File: src/rtl/store_narrow.sv
// store_narrow: multi-cycle sub-word store unit for the MEM stage.
// Byte/halfword stores read-modify-write one big-endian word.
module store_narrow (
  input  logic        clk,
  input  logic        rst,
  input  logic        start,
  input  logic [31:0] addr,
  input  logic [31:0] wdata,
  input  logic [1:0]  size,
  input  logic        chk,
  output logic        busy,
  output logic        done,
  output logic        err,
  output logic [29:0] mem_addr,
  output logic        mem_rd_en,
  input  logic [31:0] mem_rdata,
  output logic        mem_wr_en,
  output logic [31:0] mem_wdata
);

  localparam logic [2:0] S_IDLE  = 3'd0;
  localparam logic [2:0] S_READ  = 3'd1;
  localparam logic [2:0] S_CAPT  = 3'd2;
  localparam logic [2:0] S_WRITE = 3'd3;
  localparam logic [2:0] S_FAIL  = 3'd4;

  logic [2:0]  state_q, state_d;
  logic [1:0]  lane_q, lane_d;
  logic        hw_q, hw_d;
  logic [15:0] wd_q, wd_d;
  logic [29:0] addr_q, addr_d;
  logic [31:0] wdat_q, wdat_d;
  logic        busy_q, busy_d;
  logic        done_q, done_d;
  logic        err_q, err_d;
  logic        rd_q, rd_d;
  logic        wr_q, wr_d;
  logic [31:0] merged;
  logic        bad;

  // Narrowing must round-trip through sign extension when chk is set.
  always_comb begin
    bad = 1'b0;
    if (size == 2'b11)
      bad = 1'b1;
    if (size == 2'b01 && addr[0])
      bad = 1'b1;
    if (size == 2'b10 && addr[1:0] != 2'b00)
      bad = 1'b1;
    if (chk && size == 2'b00 && wdata[31:8] != {24{wdata[7]}})
      bad = 1'b1;
    if (chk && size == 2'b01 && wdata[31:16] != {16{wdata[15]}})
      bad = 1'b1;
  end

  always_comb begin
    merged = mem_rdata;
    if (hw_q) begin
      if (lane_q[1])
        merged[15:0] = wd_q;
      else
        merged[31:16] = wd_q;
    end else begin
      unique case (lane_q)
        2'd0: merged[31:24] = wd_q[7:0];
        2'd1: merged[23:16] = wd_q[7:0];
        2'd2: merged[15:8]  = wd_q[7:0];
        2'd3: merged[7:0]   = wd_q[7:0];
        default: merged = mem_rdata;
      endcase
    end
  end

  always_comb begin
    state_d = state_q;
    lane_d  = lane_q;
    hw_d    = hw_q;
    wd_d    = wd_q;
    addr_d  = addr_q;
    wdat_d  = '0;
    unique case (state_q)
      S_IDLE: begin
        if (start) begin
          addr_d = addr[31:2];
          lane_d = addr[1:0];
          hw_d   = size[0];
          wd_d   = wdata[15:0];
          if (bad) begin
            state_d = S_FAIL;
          end else if (size == 2'b10) begin
            state_d = S_WRITE;
            wdat_d  = wdata;
          end else begin
            state_d = S_READ;
          end
        end
      end
      S_READ: state_d = S_CAPT;
      S_CAPT: begin
        state_d = S_WRITE;
        wdat_d  = merged;
      end
      S_WRITE: state_d = S_IDLE;
      S_FAIL:  state_d = S_IDLE;
      default: state_d = S_IDLE;
    endcase
    busy_d = (state_d != S_IDLE);
    done_d = (state_d == S_WRITE) || (state_d == S_FAIL);
    err_d  = (state_d == S_FAIL);
    rd_d   = (state_d == S_READ);
    wr_d   = (state_d == S_WRITE);
  end

  always_ff @(posedge clk or posedge rst) begin
    if (rst) begin
      state_q <= S_IDLE;
      lane_q  <= '0;
      hw_q    <= 1'b0;
      wd_q    <= '0;
      addr_q  <= '0;
      wdat_q  <= '0;
      busy_q  <= 1'b0;
      done_q  <= 1'b0;
      err_q   <= 1'b0;
      rd_q    <= 1'b0;
      wr_q    <= 1'b0;
    end else begin
      state_q <= state_d;
      lane_q  <= lane_d;
      hw_q    <= hw_d;
      wd_q    <= wd_d;
      addr_q  <= addr_d;
      wdat_q  <= wdat_d;
      busy_q  <= busy_d;
      done_q  <= done_d;
      err_q   <= err_d;
      rd_q    <= rd_d;
      wr_q    <= wr_d;
    end
  end

  assign busy      = busy_q;
  assign done      = done_q;
  assign err       = err_q;
  assign mem_addr  = addr_q;
  assign mem_rd_en = rd_q;
  assign mem_wr_en = wr_q;
  assign mem_wdata = wdat_q;

endmodule

File: config.mk
export PLATFORM = sky130hd
export DESIGN_NAME = store_narrow
export DESIGN_NICKNAME = d
export VERILOG_FILES = /design/src/rtl/store_narrow.sv
export SDC_FILE = /design/constraint.sdc
export NUM_CORES = 1
export LEC_CHECK = 0
export ABC_AREA = 0
export CAP_MARGIN = 20
export CORE_MARGIN = 2
export CORE_UTILIZATION = 45
export CTS_BUF_LIST = sky130_fd_sc_hd__clkbuf_16
export CTS_CLUSTER_SIZE = 40
export DETAILED_ROUTE_END_ITERATION = 16
export DONT_BUFFER_PORTS = 1
export PLACE_DENSITY = 0.7
export SLEW_MARGIN = 40
export SYNTH_ARGS = -nofsm -noshare
export SYNTH_HDL_FRONTEND = slang
export SYNTH_SLANG_ARGS = --single-unit
File: constraint.sdc
create_clock -name clk -period 3.6 [get_ports clk]
set_clock_uncertainty 0.2 [all_clocks]
set_input_delay 1.08 -clock clk [delete_from_list [all_inputs] [get_ports clk]]
set_output_delay 1.08 -clock clk [all_outputs]
set_load 0.05 [all_outputs]
==> After elaboration in Yosys (flattened, before gate mapping) <==
Cells that the tools add are included.
{ "totals": {"mem_bits_ro": 0, "ff_bits": 89, "latch_bits": 0, "out_inout_bits": 67, "inputBits": 102, "mem_bits_rw": 0, "mem_count": 0} }
{ "op_classes": {"n_mux": 20, "reduce_logical": 13, "multipliers": 0, "add_sub_neg": 0, "div_mod_pow": 0, "bitwise": 0, "shift": 0, "n_lt_le_gt_ge": 0, "eq_ne": 13} }
{ "op_table": {"columns": ["cell", "n"], "rows": [
  ["$mux W32", 4],
  ["$pmux W32 S2", 1],
  ["$mux W16", 2],
  ["$mux W8", 4],
  ["$ne A24 B24 Y1", 1],
  ["$ne A16 B16 Y1", 1],
  ["$pmux W3 S3", 1],
  ["$eq A2 B2 Y1 const B", 4],
  ["$eq A3 B1 Y1 const B", 2],
  ["$eq A3 B2 Y1 const B", 2],
  ["$logic_and A1 B1 Y1", 6],
  ["$mux W3", 2],
  ["$mux W1", 5],
  ["$eq A2 B1 Y1 const B", 2],
  ["$logic_not A2 Y1", 2],
  ["$eq A3 B3 Y1 const B", 1],
  ["$logic_not A3 Y1", 1],
  ["$reduce_bool A3 Y1", 1],
  ["$mux W2", 1],
  ["$reduce_and A2 Y1", 1],
  ["$reduce_bool A2 Y1", 1],
  ["$logic_or A1 B1 Y1", 1]
]} }

==> Longest topological paths before layout <==
{ "depth": {"word_depth": 11, "depth_mapped": 7, "ltp_nobuf": 4} }

==> Least setup slack after synthesis <==
No wires, ideal clock.
{ "synth_timing": {"kind": "input to register", "from": "input wdata[31]", "to": "register rd_q (netlist: mem_rd_en)", "t_arrival_ns": 2.175, "setup_time_ns": 0.094, "n_path_buf": 0, "path_slack_ns": 1.131, "stages": 4, "cell_sequence": "nand4_1 -> or4_4 -> a22o_4 -> nor4b_4"} }
{ "synth_between": {"elab_chain_cells": 8} }
{ "synth_lines": {"columns": ["item", "line_no", "source"], "rows": [
  ["start, declared", "8", "input logic [31:0] wdata,"],
  ["$ne A24 B24 Y1", "50", "if (chk && size == 2'b00 && wdata[31:8] != {24{wdata[7]}})"],
  ["$logic_and A1 B1 Y1", "50", null],
  ["$mux W1", "50", null],
  ["$mux W1 *", "52", "if (chk && size == 2'b01 && wdata[31:16] != {16{wdata[15]}})"],
  ["$mux W3 *", "88", "if (bad) begin"],
  ["$mux W3 *", "83", "if (start) begin"],
  ["$pmux W3 S3 *", "81", "unique case (state_q)"],
  ["$eq A3 B1 Y1 *", "110", "rd_d = (state_d == S_READ);"],
  ["named net rd_d", "36", "logic rd_q, rd_d;"],
  ["end signal, assigned", "137", "rd_q <= rd_d;"],
  ["end, declared", "36", null]
]} }
Mark *: on every way through the listed nets, which the timed path passes. The rest lies on a longest branch.
A chain may end at the register's enable or synchronous reset.

==> Final worst setup path <==
{ "layout_timing": {"from": "register state_q[1]", "to": "register addr_q[25] (netlist: mem_addr[25])"} }
{ "layout_between": {"elab_chain_cells": 2} }
{ "layout_lines": {"columns": ["item", "line_no", "source"], "rows": [
  ["start, declared", "27", "logic [2:0] state_q, state_d;"],
  ["start signal, assigned", "128", "state_q <= state_d;"],
  ["$logic_not A3 Y1", "81", null],
  ["$reduce_and A2 Y1 (no line)", null, null],
  ["end signal, assigned", "132", "addr_q <= addr_d;"],
  ["end, declared", "31", "logic [29:0] addr_q, addr_d;"]
]} }
No other way between the ends.

==> metrics.txt <==
outcome=finished, final reports clean; Die Width=98.74 um; vias per inst=approximately 6.1; Netlist Area Pre-Place=0.004039 sq mm; Tcrit/Tclk final=63.91%; via count of the routed design=3276; synth warn=0; cell accounting for the most synthesized area=dfrtp_1; critical path peak fanout=30; # rows=34; FFs w/ async S/R, synth=between 90% and 100%; Max Cap Viol=0; RSZ-0062 raised after global routing=false; Worst-path clk slew=0.06 ns; gr ovfl total=0; drt pass-1 iters=4; DRT Wirelength=about 11000 um; I/O pin total=169; Avg Inst Size Synth=between 9 and 10 sq um; pin count of the biggest net entering global routing=54; Skew-Pair Late Insertion Delay=0.34 ns; DRC Markers=0; Yosys cell types=37; global-route usage over all layers=22.41%; f_max=0.4346 GHz; Startpoint Class=register; Synth area leaders=dfrtp_1 (55%), nand2_1 (16%), nand4_1 (5.9%), mux2i_1 (4.0%), o221ai_1 (3.5%); CTS max path bufs=2; Leak Pwr=2.152 nW; NumNets Final=530; Worst EP required=around 3.6 ns; cts hold-fix bufs=0; cts repair resizes=0; CTS tree=built; commonest non-fill, non-tap cells in the layout=nand2_1 (170), dfrtp_1 (89), nand4_1 (38); fillers=785; post-layout min period=~2.3 ns; Yosys top cell area share=55.14%; routability cong.=0.8414; commonest non-fill, non-tap cell in the layout=nand2_1; Die Area=0.009749 sq mm; core area=0.008721 sq mm; Routed WL per cell=19.81 um; layout cell share with drive strength beyond 1=7.639%; Initial Utilization=~46%; final hold violation count=0; dpl cells=525; Antenna Nets Post-Route=0; cts bufs inserted=9; root buffer cell=clkbuf_16; initial DRC count=around 140; global-route wire length before repair=roughly 17000 um; Sink Count=89; pre-CTS WS=roughly 1 ns; Die Height=around 99 um; Post-DP HPWL=7636 um; vias in the first global route=about 3300; CTS HTree Levels=3; VDD IR max=0.4994 mV; Hold WC Path Type=register to register; PD cells=1130 mW/mm^2; EDFF count, synth=0; PortBufs=0; Seq/Total Area, Yosys=55.14%; initial antenna violation count=0; Post-Layout Cell Count=540; area grow syn2layout=9.387%; Post-CTS Setup Inserts=0; Final TNS setup=0 ns; Post-Synthesis Cells=roughly 440; CP Data Arrival Time=2.32 ns; Worst Tran Pin Value=0.7815 ns; synthesis-stage register bit count=around 90; final worst setup slack=1.299 ns; max_slew headroom=a little under half; Antenna diodes=0; classification of the worst setup path=register to register; Main synth FF type=dfrtp_1; Slew Limit Fails=0; crit end category=register; syn nets=544; endpoints failing setup=0
[logic make-up after synthesis]
group / synth area share [%]
AO/OA/AOI/OAI: 10.63
buffers and inverters: 3.532
flip-flops: 55.14
multiplexers: 4.244
AND/OR/NAND/NOR: 26.46
[cell usage after synthesis (2+ instances only)]
master,count
o221ai_1,16
nand3_1,2
dfrtp_1,89
a211oi_1,3
o21a_1,3
a21oi_1,4
nand2_1,170
o21ai_2,2
inv_1,3
nor3_1,3
nor2_1,12
mux2i_1,16
nor4_1,5
clkbuf_1,14
buf_1,5
o21ai_1,9
o21ai_0,18
nand4_1,38
buf_2,12
[per-stage QoR]
| stage | util (%) | area (sq um) | total power, mW | hold slack [ns] |
|---|---|---|---|---|
| floorplan | - | 4039 | 3.743 | 0.2460 |
| global placement | 47.29 | 4124 | 4.042 | 0.2577 |
| detailed placement | 47.30 | 4125 | 4.087 | 0.2637 |
| CTS | 50.66 | 4418 | 5.025 | 0.2797 |
| global route | 50.66 | 4418 | 5.283 | 0.2976 |
| finish | 50.66 | 4418 | 4.993 | 0.2789 |
[critical path, stage by stage (launching register included)]
cell	delay [ns]
dfrtp_1	0.50
nor3_4	0.40
nand2_1	0.56
buf_12	0.37
nand2_1	0.09
nand2_1	0.07
[worst paths after layout]
kind                             from            to  slack (ns)  depth (start not counted)
max                        state_q[1]  mem_addr[25]        1.30                          5
max reg2reg                state_q[1]  mem_addr[25]        1.30                          5
min                          wd_q[10]      wd_q[10]        0.28                          2
max in group asynchronous         rst  mem_addr[29]        1.99                          2
min reg2reg                  wd_q[10]      wd_q[10]        0.28                          2
min in group asynchronous         rst  mem_addr[21]        0.50                          1
[layer usage]
| layer | vias up | GRT usage (%) | share of wire, % |
|---|---|---|---|
| li1 | 1501 | - | - |
| met1 | 1568 | 27.86 | 39 |
| met2 | 187 | 34.80 | 47 |
| met3 | 20 | 8.582 | 11 |
| met4 | 0 | 10.22 | 2.6 |
| met5 | - | 0 | 0 |
[flip-flops by register name, summed over array words and instances (netlist names)]
| name | flops |
|---|---|
| mem_wr_en | 1 |
| err | 1 |
| mem_wdata | 32 |
| done | 1 |
| state_q | 3 |
| lane_q | 2 |
| busy | 1 |
| wd_q | 16 |
| hw_q | 1 |
| mem_addr | 30 |
| mem_rd_en | 1 |
[power by group]
part	total (mW)	internal, mW	switching (mW)
logic	1.14	0.408	0.735
clock network	0.931	0.538	0.394
registers	2.92	1.42	1.50
[cell type report]
type                    count  area [sq um]  area share [%]
repair buffers              6         70.07           1.586
inverters                   3         12.51          0.2832
multi-input cells         319          1680           38.03
well taps                 108         135.1           3.059
flip-flops and latches     89          2227           50.41
clock buffers               9         225.2           5.098
clock inverters             6         67.56           1.529
(Power assumes the default switching activity.)
